$ cat src/rtl/div_man_iter_if.sv
// Handshake and operand/result bundle for the iterative mantissa divider.
// The master side issues start and operands; the slave side returns the
// registered quotient, flags and status.
interface div_man_iter_if #(
    parameter int SIZE_DATA = 24
);
    logic                 i_start;
    logic [SIZE_DATA-1:0] i_data_a;
    logic [SIZE_DATA-1:0] i_data_b;
    logic                 o_busy;
    logic                 o_valid;
    logic [SIZE_DATA-1:0] o_data_div;
    logic                 o_norm_flag;
    logic                 o_rounding;
    logic                 o_div_zero;

    modport master (
        output i_start, i_data_a, i_data_b,
        input  o_busy, o_valid, o_data_div, o_norm_flag, o_rounding, o_div_zero
    );

    modport slave (
        input  i_start, i_data_a, i_data_b,
        output o_busy, o_valid, o_data_div, o_norm_flag, o_rounding, o_div_zero
    );
endinterface

$ cat src/rtl/div_man_iter.sv
// Iterative radix-2 restoring mantissa divider, one quotient bit per clock.
// Produces SIZE_DATA+3 quotient bits (integer bit plus fraction incl. guard
// and round), then normalizes and forms the guard/round/sticky round-up flag.
// Optional feature macro: DIV_EARLY_TERM_EN -- stop iterating as soon as the
// partial remainder reaches zero and zero-fill the remaining quotient bits.
module div_man_iter #(
    parameter int SIZE_DATA = 24
) (
    input  logic           i_clk,
    input  logic           i_rst_n,
    div_man_iter_if.slave  bus
);
    localparam int QW = SIZE_DATA + 3;
    localparam int CW = $clog2(QW);
    localparam logic [CW-1:0] LAST_ITER = CW'(QW - 1);

    typedef enum logic [1:0] {
        ST_IDLE = 2'd0,
        ST_CALC = 2'd1,
        ST_DONE = 2'd2
    } state_t;

    state_t               state_r, state_nxt;
    logic [SIZE_DATA:0]   rem_r;
    logic [SIZE_DATA-1:0] div_r;
    logic [QW-2:0]        quo_r;      // bits gathered before the final step
    logic [CW-1:0]        cnt_r;
    logic                 dz_r;

    logic                 busy_r, valid_r, norm_r, rnd_r, dzo_r;
    logic [SIZE_DATA-1:0] mant_r;

    logic                 ge_s;
    logic [SIZE_DATA-1:0] rem_sub_s;
    logic [SIZE_DATA:0]   rem_step_s;
    logic [QW-1:0]        quo_step_s;
    logic [QW-1:0]        q_fin_s;
    logic                 accept_s, finish_s;
    logic [SIZE_DATA+1:0] result_s;

    // Normalize the raw quotient and derive {norm_flag, rounding, mantissa}.
    function automatic logic [SIZE_DATA+1:0] form_result(input logic [QW-1:0] q,
                                                         input logic rem_nz);
        logic g, r, s;
        if (q[QW-1]) begin
            g = q[2];
            r = q[1];
            s = rem_nz | q[0];
            form_result = {1'b0, g & (r | s), q[QW-1:3]};
        end else begin
            g = q[1];
            r = q[0];
            s = rem_nz;
            form_result = {1'b1, g & (r | s), q[QW-2:2]};
        end
    endfunction

    // One restoring step; R < 2b keeps the difference inside SIZE_DATA bits.
    always_comb begin
        ge_s       = (rem_r >= {1'b0, div_r});
        rem_sub_s  = rem_r[SIZE_DATA-1:0] - div_r;
        rem_step_s = ge_s ? {rem_sub_s, 1'b0} : {rem_r[SIZE_DATA-1:0], 1'b0};
        quo_step_s = {quo_r, ge_s};
    end

    // Next-state decode, operand accept and final-iteration detection.
    always_comb begin
        state_nxt = state_r;
        accept_s  = 1'b0;
        finish_s  = 1'b0;
        q_fin_s   = quo_step_s;
        case (state_r)
            ST_IDLE: begin
                if (bus.i_start) begin
                    state_nxt = ST_CALC;
                    accept_s  = 1'b1;
                end else begin
                    state_nxt = ST_IDLE;
                end
            end
            ST_CALC: begin
                if (dz_r) begin
                    state_nxt = ST_DONE;
                    finish_s  = 1'b1;
                end else if (cnt_r == LAST_ITER) begin
                    state_nxt = ST_DONE;
                    finish_s  = 1'b1;
`ifdef DIV_EARLY_TERM_EN
                end else if (rem_step_s == '0) begin
                    state_nxt = ST_DONE;
                    finish_s  = 1'b1;
                    q_fin_s   = quo_step_s << (LAST_ITER - cnt_r);
`endif
                end else begin
                    state_nxt = ST_CALC;
                end
            end
            ST_DONE: begin
                if (bus.i_start) begin
                    state_nxt = ST_CALC;
                    accept_s  = 1'b1;
                end else begin
                    state_nxt = ST_IDLE;
                end
            end
            default: begin
                state_nxt = ST_IDLE;
            end
        endcase
        result_s = form_result(q_fin_s, rem_step_s != '0);
    end

    // State register.
    always_ff @(posedge i_clk or negedge i_rst_n) begin
        if (!i_rst_n) begin
            state_r <= ST_IDLE;
        end else begin
            state_r <= state_nxt;
        end
    end

    // Datapath: capture operands on accept, otherwise iterate while in CALC.
    always_ff @(posedge i_clk or negedge i_rst_n) begin
        if (!i_rst_n) begin
            rem_r <= '0;
            div_r <= '0;
            quo_r <= '0;
            cnt_r <= '0;
            dz_r  <= 1'b0;
        end else if (accept_s) begin
            rem_r <= {1'b0, bus.i_data_a};
            div_r <= bus.i_data_b;
            quo_r <= '0;
            cnt_r <= '0;
            dz_r  <= (bus.i_data_b == '0);
        end else if (state_r == ST_CALC && !dz_r) begin
            rem_r <= rem_step_s;
            quo_r <= quo_step_s[QW-2:0];
            cnt_r <= cnt_r + CW'(1);
        end else begin
            rem_r <= rem_r;
        end
    end

    // Output registers: status every cycle, result only on entry to DONE.
    always_ff @(posedge i_clk or negedge i_rst_n) begin
        if (!i_rst_n) begin
            busy_r  <= 1'b0;
            valid_r <= 1'b0;
            mant_r  <= '0;
            norm_r  <= 1'b0;
            rnd_r   <= 1'b0;
            dzo_r   <= 1'b0;
        end else begin
            busy_r  <= (state_nxt != ST_IDLE);
            valid_r <= finish_s;
            if (finish_s && dz_r) begin
                mant_r <= '1;
                norm_r <= 1'b0;
                rnd_r  <= 1'b0;
                dzo_r  <= 1'b1;
            end else if (finish_s) begin
                mant_r <= result_s[SIZE_DATA-1:0];
                rnd_r  <= result_s[SIZE_DATA];
                norm_r <= result_s[SIZE_DATA+1];
                dzo_r  <= 1'b0;
            end else begin
                mant_r <= mant_r;
            end
        end
    end

    assign bus.o_busy      = busy_r;
    assign bus.o_valid     = valid_r;
    assign bus.o_data_div  = mant_r;
    assign bus.o_norm_flag = norm_r;
    assign bus.o_rounding  = rnd_r;
    assign bus.o_div_zero  = dzo_r;
endmodule

$ cat src/flat_wrapper.sv
// flat-port wrapper written by rule: the top's interface ports become plain ports
module div_man_iter_flat 
#(
    parameter int SIZE_DATA = 24
)
  (i_clk, i_rst_n, bus_i_start, bus_i_data_a, bus_i_data_b, bus_o_busy, bus_o_valid, bus_o_data_div, bus_o_norm_flag, bus_o_rounding, bus_o_div_zero);
  div_man_iter_if #(.SIZE_DATA(SIZE_DATA)) bus_i ();
  input  logic i_clk;
  input  logic i_rst_n;
  input wire logic [$bits(bus_i.i_start)-1:0] bus_i_start;
  input wire logic [$bits(bus_i.i_data_a)-1:0] bus_i_data_a;
  input wire logic [$bits(bus_i.i_data_b)-1:0] bus_i_data_b;
  output wire logic [$bits(bus_i.o_busy)-1:0] bus_o_busy;
  output wire logic [$bits(bus_i.o_valid)-1:0] bus_o_valid;
  output wire logic [$bits(bus_i.o_data_div)-1:0] bus_o_data_div;
  output wire logic [$bits(bus_i.o_norm_flag)-1:0] bus_o_norm_flag;
  output wire logic [$bits(bus_i.o_rounding)-1:0] bus_o_rounding;
  output wire logic [$bits(bus_i.o_div_zero)-1:0] bus_o_div_zero;
  assign bus_i.i_start = bus_i_start;
  assign bus_i.i_data_a = bus_i_data_a;
  assign bus_i.i_data_b = bus_i_data_b;
  assign bus_o_busy = bus_i.o_busy;
  assign bus_o_valid = bus_i.o_valid;
  assign bus_o_data_div = bus_i.o_data_div;
  assign bus_o_norm_flag = bus_i.o_norm_flag;
  assign bus_o_rounding = bus_i.o_rounding;
  assign bus_o_div_zero = bus_i.o_div_zero;
  div_man_iter #(.SIZE_DATA(SIZE_DATA)) u_core (.i_clk(i_clk), .i_rst_n(i_rst_n), .bus(bus_i));
endmodule
$ cat config.mk
export PLATFORM = sky130hd
export DESIGN_NAME = div_man_iter_flat
export DESIGN_NICKNAME = d
export VERILOG_FILES = /design/src/rtl/div_man_iter_if.sv /design/src/rtl/div_man_iter.sv /design/src/flat_wrapper.sv
export SDC_FILE = /design/constraint.sdc
export NUM_CORES = 1
export LEC_CHECK = 0
export CAP_MARGIN = 10
export CORE_MARGIN = 8
export CORE_UTILIZATION = 49
export DETAILED_ROUTE_END_ITERATION = 8
export PLACE_DENSITY = 0.77
export SLEW_MARGIN = 20
export SYNTH_ARGS = -nofsm -noshare
export SYNTH_HDL_FRONTEND = slang
export SYNTH_SLANG_ARGS = --single-unit
$ cat constraint.sdc
create_clock -name i_clk -period 3.3 [get_ports i_clk]
set_input_delay 0.66 -clock i_clk [delete_from_list [all_inputs] [get_ports i_clk]]
set_output_delay 0.66 -clock i_clk [all_outputs]
set_load 0.05 [all_outputs]
# Word level (Yosys, flattened, before mapping)
# Cells that the tools add are included.
dict set report op_classes {
  addsub 2
  n_mul 0
  div 0
  n_lt_le_gt_ge 1
  eq_ne 3
  n_shift 0
  mux 25
  bitwise_logic 4
  n_reduce_logical 10
}
# operator n
set op_table {}
lappend op_table {{$mux 26} 3}
lappend op_table {{$mux 25} 3}
lappend op_table {{$mux 24} 2}
lappend op_table {{$ge 25x24->1} 1}
lappend op_table {{$reduce_bool 25->1} 1}
lappend op_table {{$logic_not 24->1} 1}
lappend op_table {{$sub 24x24->24} 1}
lappend op_table {{$mux 1} 12}
lappend op_table {{$mux 5} 2}
lappend op_table {{$reduce_bool 2->1} 3}
lappend op_table {{$add 5x1->5 const B} 1}
lappend op_table {{$eq 5x5->1 const B} 1}
lappend op_table {{$mux 2} 2}
lappend op_table {{$pmux 2 s2} 1}
lappend op_table {{$and 1x1->1} 2}
lappend op_table {{$eq 2x1->1 const B} 1}
lappend op_table {{$eq 2x2->1 const B} 1}
lappend op_table {{$logic_and 1x1->1} 2}
lappend op_table {{$logic_not 2->1} 1}
lappend op_table {{$or 1x1->1} 2}
lappend op_table {{$reduce_or 2->1} 1}
lappend op_table {{$logic_not 1->1} 1}
dict set report totals {
  reg_bits 112
  latch_bits 0
  mem_bits_rw 0
  mem_bits_ro 0
  inputBits 51
  output_inout_bits 29
  word_cells 57
  n_memories 0
}

# Depth between registers and ports, before layout
dict set report depth {
  ltp_word 9
  depth_mapped 11
  ltp_nobuf 10
}

# Worst setup path before layout
# Ideal clock, no wire load.
dict set report synth_path {
  path_type {flip-flop to flip-flop}
  start {reg u_core.rem_r[19]}
  end {reg u_core.rem_r[15]}
  t_arrival_ns 2.179
  required_time_ns 3.180
  setup_slack_ns 1.001
  stages_incl_launch_ff 11
  n_path_buf 2
  period_less_slack_ns 2.299
  cell_sequence {dfrtp_1 > ha_1 > clkbuf_2 > nand4_1 > or3_1 > nor4_2 > nor2_1 > a31oi_1 > buf_6 > o21ai_2 > a31o_2}
}
dict set report synth_between {
  elab_chain_cells 4
}
# item line
set synth_lines {}
lappend synth_lines {{start: declaration} div_man_iter.sv:24} ;# logic [SIZE_DATA:0] rem_r;
lappend synth_lines {{start signal: assignment} div_man_iter.sv:131} ;# rem_r <= {1'b0, bus.i_data_a};
lappend synth_lines {{start signal: assignment} div_man_iter.sv:137} ;# rem_r <= rem_step_s;
lappend synth_lines {{start signal: assignment} div_man_iter.sv:141} ;# rem_r <= rem_r;
lappend synth_lines {{$ge 25x24->1} div_man_iter.sv:60} ;# ge_s = (rem_r >= {1'b0, div_r});
lappend synth_lines {{$mux 25} div_man_iter.sv:62} ;# rem_step_s = ge_s ? {rem_sub_s, 1'b0} : {rem_r[SIZE_DATA-1:0], 1'b0};
lappend synth_lines {{$mux 25} div_man_iter.sv:136} ;# end else if (state_r == ST_CALC && !dz_r) begin
lappend synth_lines {{$mux 25} div_man_iter.sv:130} ;# end else if (accept_s) begin
# Every way passes these cells. The select of a mux whose other input is x is not followed.
# A chain may end at the register's enable or synchronous reset.

# Worst setup path in the final report
dict set report layout_path {
  start {reg u_core.div_r[1]}
  end {reg u_core.rem_r[6]}
}
dict set report layout_between {
  elab_chain_cells 4
}
# item line
set layout_lines {}
lappend layout_lines {{start: declaration} div_man_iter.sv:25} ;# logic [SIZE_DATA-1:0] div_r;
lappend layout_lines {{start signal: assignment} div_man_iter.sv:132} ;# div_r <= bus.i_data_b;
lappend layout_lines {{$sub 24x24->24 / $ge 25x24->1 (equally long branches)} {div_man_iter.sv:61, div_man_iter.sv:60}}
lappend layout_lines {{$mux 25 (*)} div_man_iter.sv:62}
lappend layout_lines {{$mux 25 (*)} div_man_iter.sv:136}
lappend layout_lines {{$mux 25 (*)} div_man_iter.sv:130}
# Every way passes the cells marked *; elsewhere a longest branch is shown, timed or not. The select of a mux whose other input is x is not followed.

==> results.txt <==
- The run finished with clean final reports.
* Kind of end point of the critical path: register
- Overflow after GRT: 0
- Hold-fix buffers at CTS: 0
- Synth Flop Type: dfrtp_1
* Buffer and inverter count on the worst path: 2
- From bottom edge to top edge, the die measures 130.9 um.
- The initial utilization of the core area, before any placement, comes to 0.4941.
* Number of top-level pins: 80
* Post-synth top area cell: dfrtp_1
- Max Transition Viols Final: 0
- Post-CTS Resized: 0
- At the later pin of the worst-skew pair, clock insertion delay measures 0.37 ns.
* Storage element area: 2803 um2
- Floorplan die area: roughly 17000 um2
- In this run the standard cell core region covers 13090 um2.
- Post-route core utilization: 0.5823
* Final period utilization: 0.8851
- For the worst setup path, the data arrival time is 3.16 ns.
- Post-route clock skew: between 0.008 and 0.009 ns
- By count the netlist is led by nand2_1 (138), dfrtp_1 (112), o21ai_0 (43), nand3_1 (41), mux2i_1 (37).
- Buffers on Ports: 79
* Global-route wire length before repair: 27650 um
- The worst path in the final design needs a cycle of 2.921 ns, including I/O delays and setup.
- The final hold violation count came to 0.
- The clock passes through at most 2 buffers.
- The largest individual stage delay along the critical path comes from the cell a31oi_1.
* Filler Cells Inserted: 1130
- The critical path in this run is classified as reg -> reg.
- By area the synthesized netlist is led by dfrtp_1 (43%), nand2_1 (8.0%), mux2i_1 (5.7%).
- After detailed routing, the number of remaining DRC violations is 0.
* Tightest Hold Check Type: in -> async
- Post-synthesis net count: 798
* Max H-tree Level: 3
- Final TNS setup: 0 ns
* Number of global-route vias before repair: 5473
* TritonCTS clock tree: yes
- Vias per cell: 5.740
* Cell Pwr Density: about 1300 nW/um2
- Number of antenna violations at the first check in global routing: 0
- Measured along the x axis, the die boundary spans 130.9 um.
- The cell area that synthesis handed to floorplanning was 6465 um2.
- Static timing analysis puts the maximum clock frequency at 342.4 MHz.
* Leakage Power: 3.335 nW
- Number of diodes added for antenna fixing: 0
- The largest single stage delay on the critical path is 0.42 ns.
* Global-route usage over all layers: 0.2057
* Cell chosen for the clock root: clkbuf_16
- Detailed-router iteration count before antenna repair: 6
- Across the run, the number of max-cap violations was 0.
- Share of synthesized registers carrying an async set or reset: 1.000
- Synthesis warning total: 0
- Layout cell share with drive strength beyond 1: 0.06026
- Summed over all nets, the half-perimeter wirelength after detailed placement is about 12000 um.
* Count leader, synth: nand2_1
* Worst IR Drop VDD: 0.5609 mV
- Worst-margin pin slew: 0.9419 ns
- In this run the tightest slew margin relative to its limit is 0.3697.
- Highest net fanout along the worst path: 17
- Post-synthesis cell type count: 57
* Number of antenna-violating nets in the routed design: 0
- Via count: 5487
- Total number of placement rows: between 40 and 50
* EDFF count, synth: 0
- Of the synthesized area, sequential elements account for 0.4335.
- Top cell type's share of synthesized area: 0.4335
* Detailed-route wire length per cell: 17.45 um
* Number of clock buffers inserted by TritonCTS: 9
- Number of DRC markers after the initial detailed-route iteration: about 460
* RSZ-0062 raised after global routing: no
- Top Family by Delay on Critical Path: compound AO/OA/AOI/OAI gates
- Final setup fails: 0
* Clock sinks: 112
* Count of mapped cells out of synthesis: just over 700
* DRT Wirelength: ~17000 um
* Pin count of the biggest net entering global routing: 76
- Reg-to-reg slack, setup: 0.38 ns
* Area delta synth->final: 17.86%
* Number of nets in the finished design: 853
* Endpoint required time on the critical path: 3.54 ns
- Summing all multi-input logic gate instances after layout gives 3307 um2.
* Startpoint kind of the worst setup timing path: register
* #FFs+latches synth: between 100 and 150
* Post-CTS clock slew at the launch and capture registers of the worst setup and hold paths: 0.08 ns
- Total setup buffers inserted after CTS: 0
* Final GP Congestion: 0.9193
* Ordered cell list for the critical path: inv_1, ha_1, nor2b_1, o2111ai_1, a31oi_1, o211ai_1, a31oi_2, buf_4, mux2i_1, o21ai_1
* Mapped Avg Cell Area: between 8 and 9 um2
- Final-layout worst hold slack: 0.2977 ns
per-layer routing:
metal / vias to the layer above / global-route usage / share of wire
li1: 2664 / - / -
met1: 2633 / 0.2862 / 0.47
met2: 160 / 0.3086 / 0.45
met3: 30 / 0.03937 / 0.056
met4: 0 / 0.08305 / 0.024
met5: - / 0 / 0
cell families after synthesis:
group           count (synthesis)  synth area share
compound gates                183            0.1792
xor+xnor                       22           0.02980
fa+ha+maj                      27           0.05342
buf+inv                        75           0.05748
flops                         112            0.4335
mux                            39           0.06193
simple gates                  262            0.1846
final timing paths:
kind / startpoint / end / cells after the start
hold reg to reg: u_core.bus.o_div_zero$_DFFE_PN0P_ / u_core.bus.o_div_zero$_DFFE_PN0P_ / 2
setup / recovery: u_core.div_r[1]$_DFFE_PN0P_ / u_core.rem_r[6]$_DFFE_PN0P_ / 10
max in group asynchronous: i_rst_n / u_core.quo_r[2]$_DFFE_PN0P_ / 2
min in group i_clk: u_core.bus.o_div_zero$_DFFE_PN0P_ / u_core.bus.o_div_zero$_DFFE_PN0P_ / 2
setup reg to reg: u_core.div_r[1]$_DFFE_PN0P_ / u_core.rem_r[6]$_DFFE_PN0P_ / 10
hold / removal: i_rst_n / u_core.div_r[6]$_DFFE_PN0P_ / 1
through the flow:
stage | setup WS (ns) | area [um2] | total power (W) | std cells
2_1_floorplan | 1.001 | 6465 | 0.007238 | 720
3_3_place_gp | 0.4954 | 7322 | 0.008416 | 940
3_5_place_dp | 0.4232 | 7322 | 0.008548 | 940
4_1_cts | 0.3892 | 7620 | 0.009685 | 956
5_1_grt | 0.1409 | 7620 | 0.01049 | 956
6_report | 0.3790 | 7620 | 0.009687 | 956
registers in the layout (all words and copies together), names as in the netlist, 2 cells and up:
| name | count |
|---|---|
| u_core.quo_r | 26 |
| u_core.bus.o_data_div | 24 |
| u_core.state_r | 2 |
| u_core.cnt_r | 5 |
| u_core.div_r | 24 |
| u_core.rem_r | 25 |
area by class of cell:
cell class	instances	area share
timing repair buffer	90	0.1159
tap	176	0.02890
clock buffer	9	0.02956
clock inverter	7	0.009524
multi-input combinational	533	0.4340
sequential	112	0.3678
inverter	29	0.01429
report_power, final:
group | leakage, nW | switching (W) | internal [W]
logic | 1.78 | 0.00365 | 0.00241
clock network | 0.146 | 0.000563 | 0.000534
registers | 1.41 | 0.000506 | 0.00202
total | 3.33 | 0.00472 | 0.00496
layout by cell type, fill, tap and decap left out, types with 3 or more instances in the layout:
| master | instances |
|---|---|
| nand2_1 | 138 |
| dfrtp_1 | 112 |
| clkdlybuf4s50_1 | 78 |
| o21ai_0 | 43 |
| nand3_1 | 41 |
| mux2i_1 | 37 |
| a21oi_1 | 33 |
| inv_1 | 29 |
| ha_1 | 26 |
| nor2_1 | 25 |
| o211ai_1 | 24 |
| a22oi_1 | 19 |
| o21ai_1 | 16 |
| nand4_1 | 13 |
| nor4_1 | 13 |
| xnor2_1 | 12 |
| buf_4 | 11 |
| xor2_1 | 10 |
| a31oi_1 | 9 |
| clkbuf_16 | 9 |
| a21o_1 | 8 |
| nand2b_1 | 5 |
| nor3_1 | 5 |
| nor2b_1 | 4 |
| o21ai_2 | 4 |
| a211oi_1 | 3 |
| and3_1 | 3 |
| or3_1 | 3 |
| o31ai_1 | 3 |
| a21boi_0 | 3 |
| inv_6 | 3 |
Power figures use the tool's default switching activity.
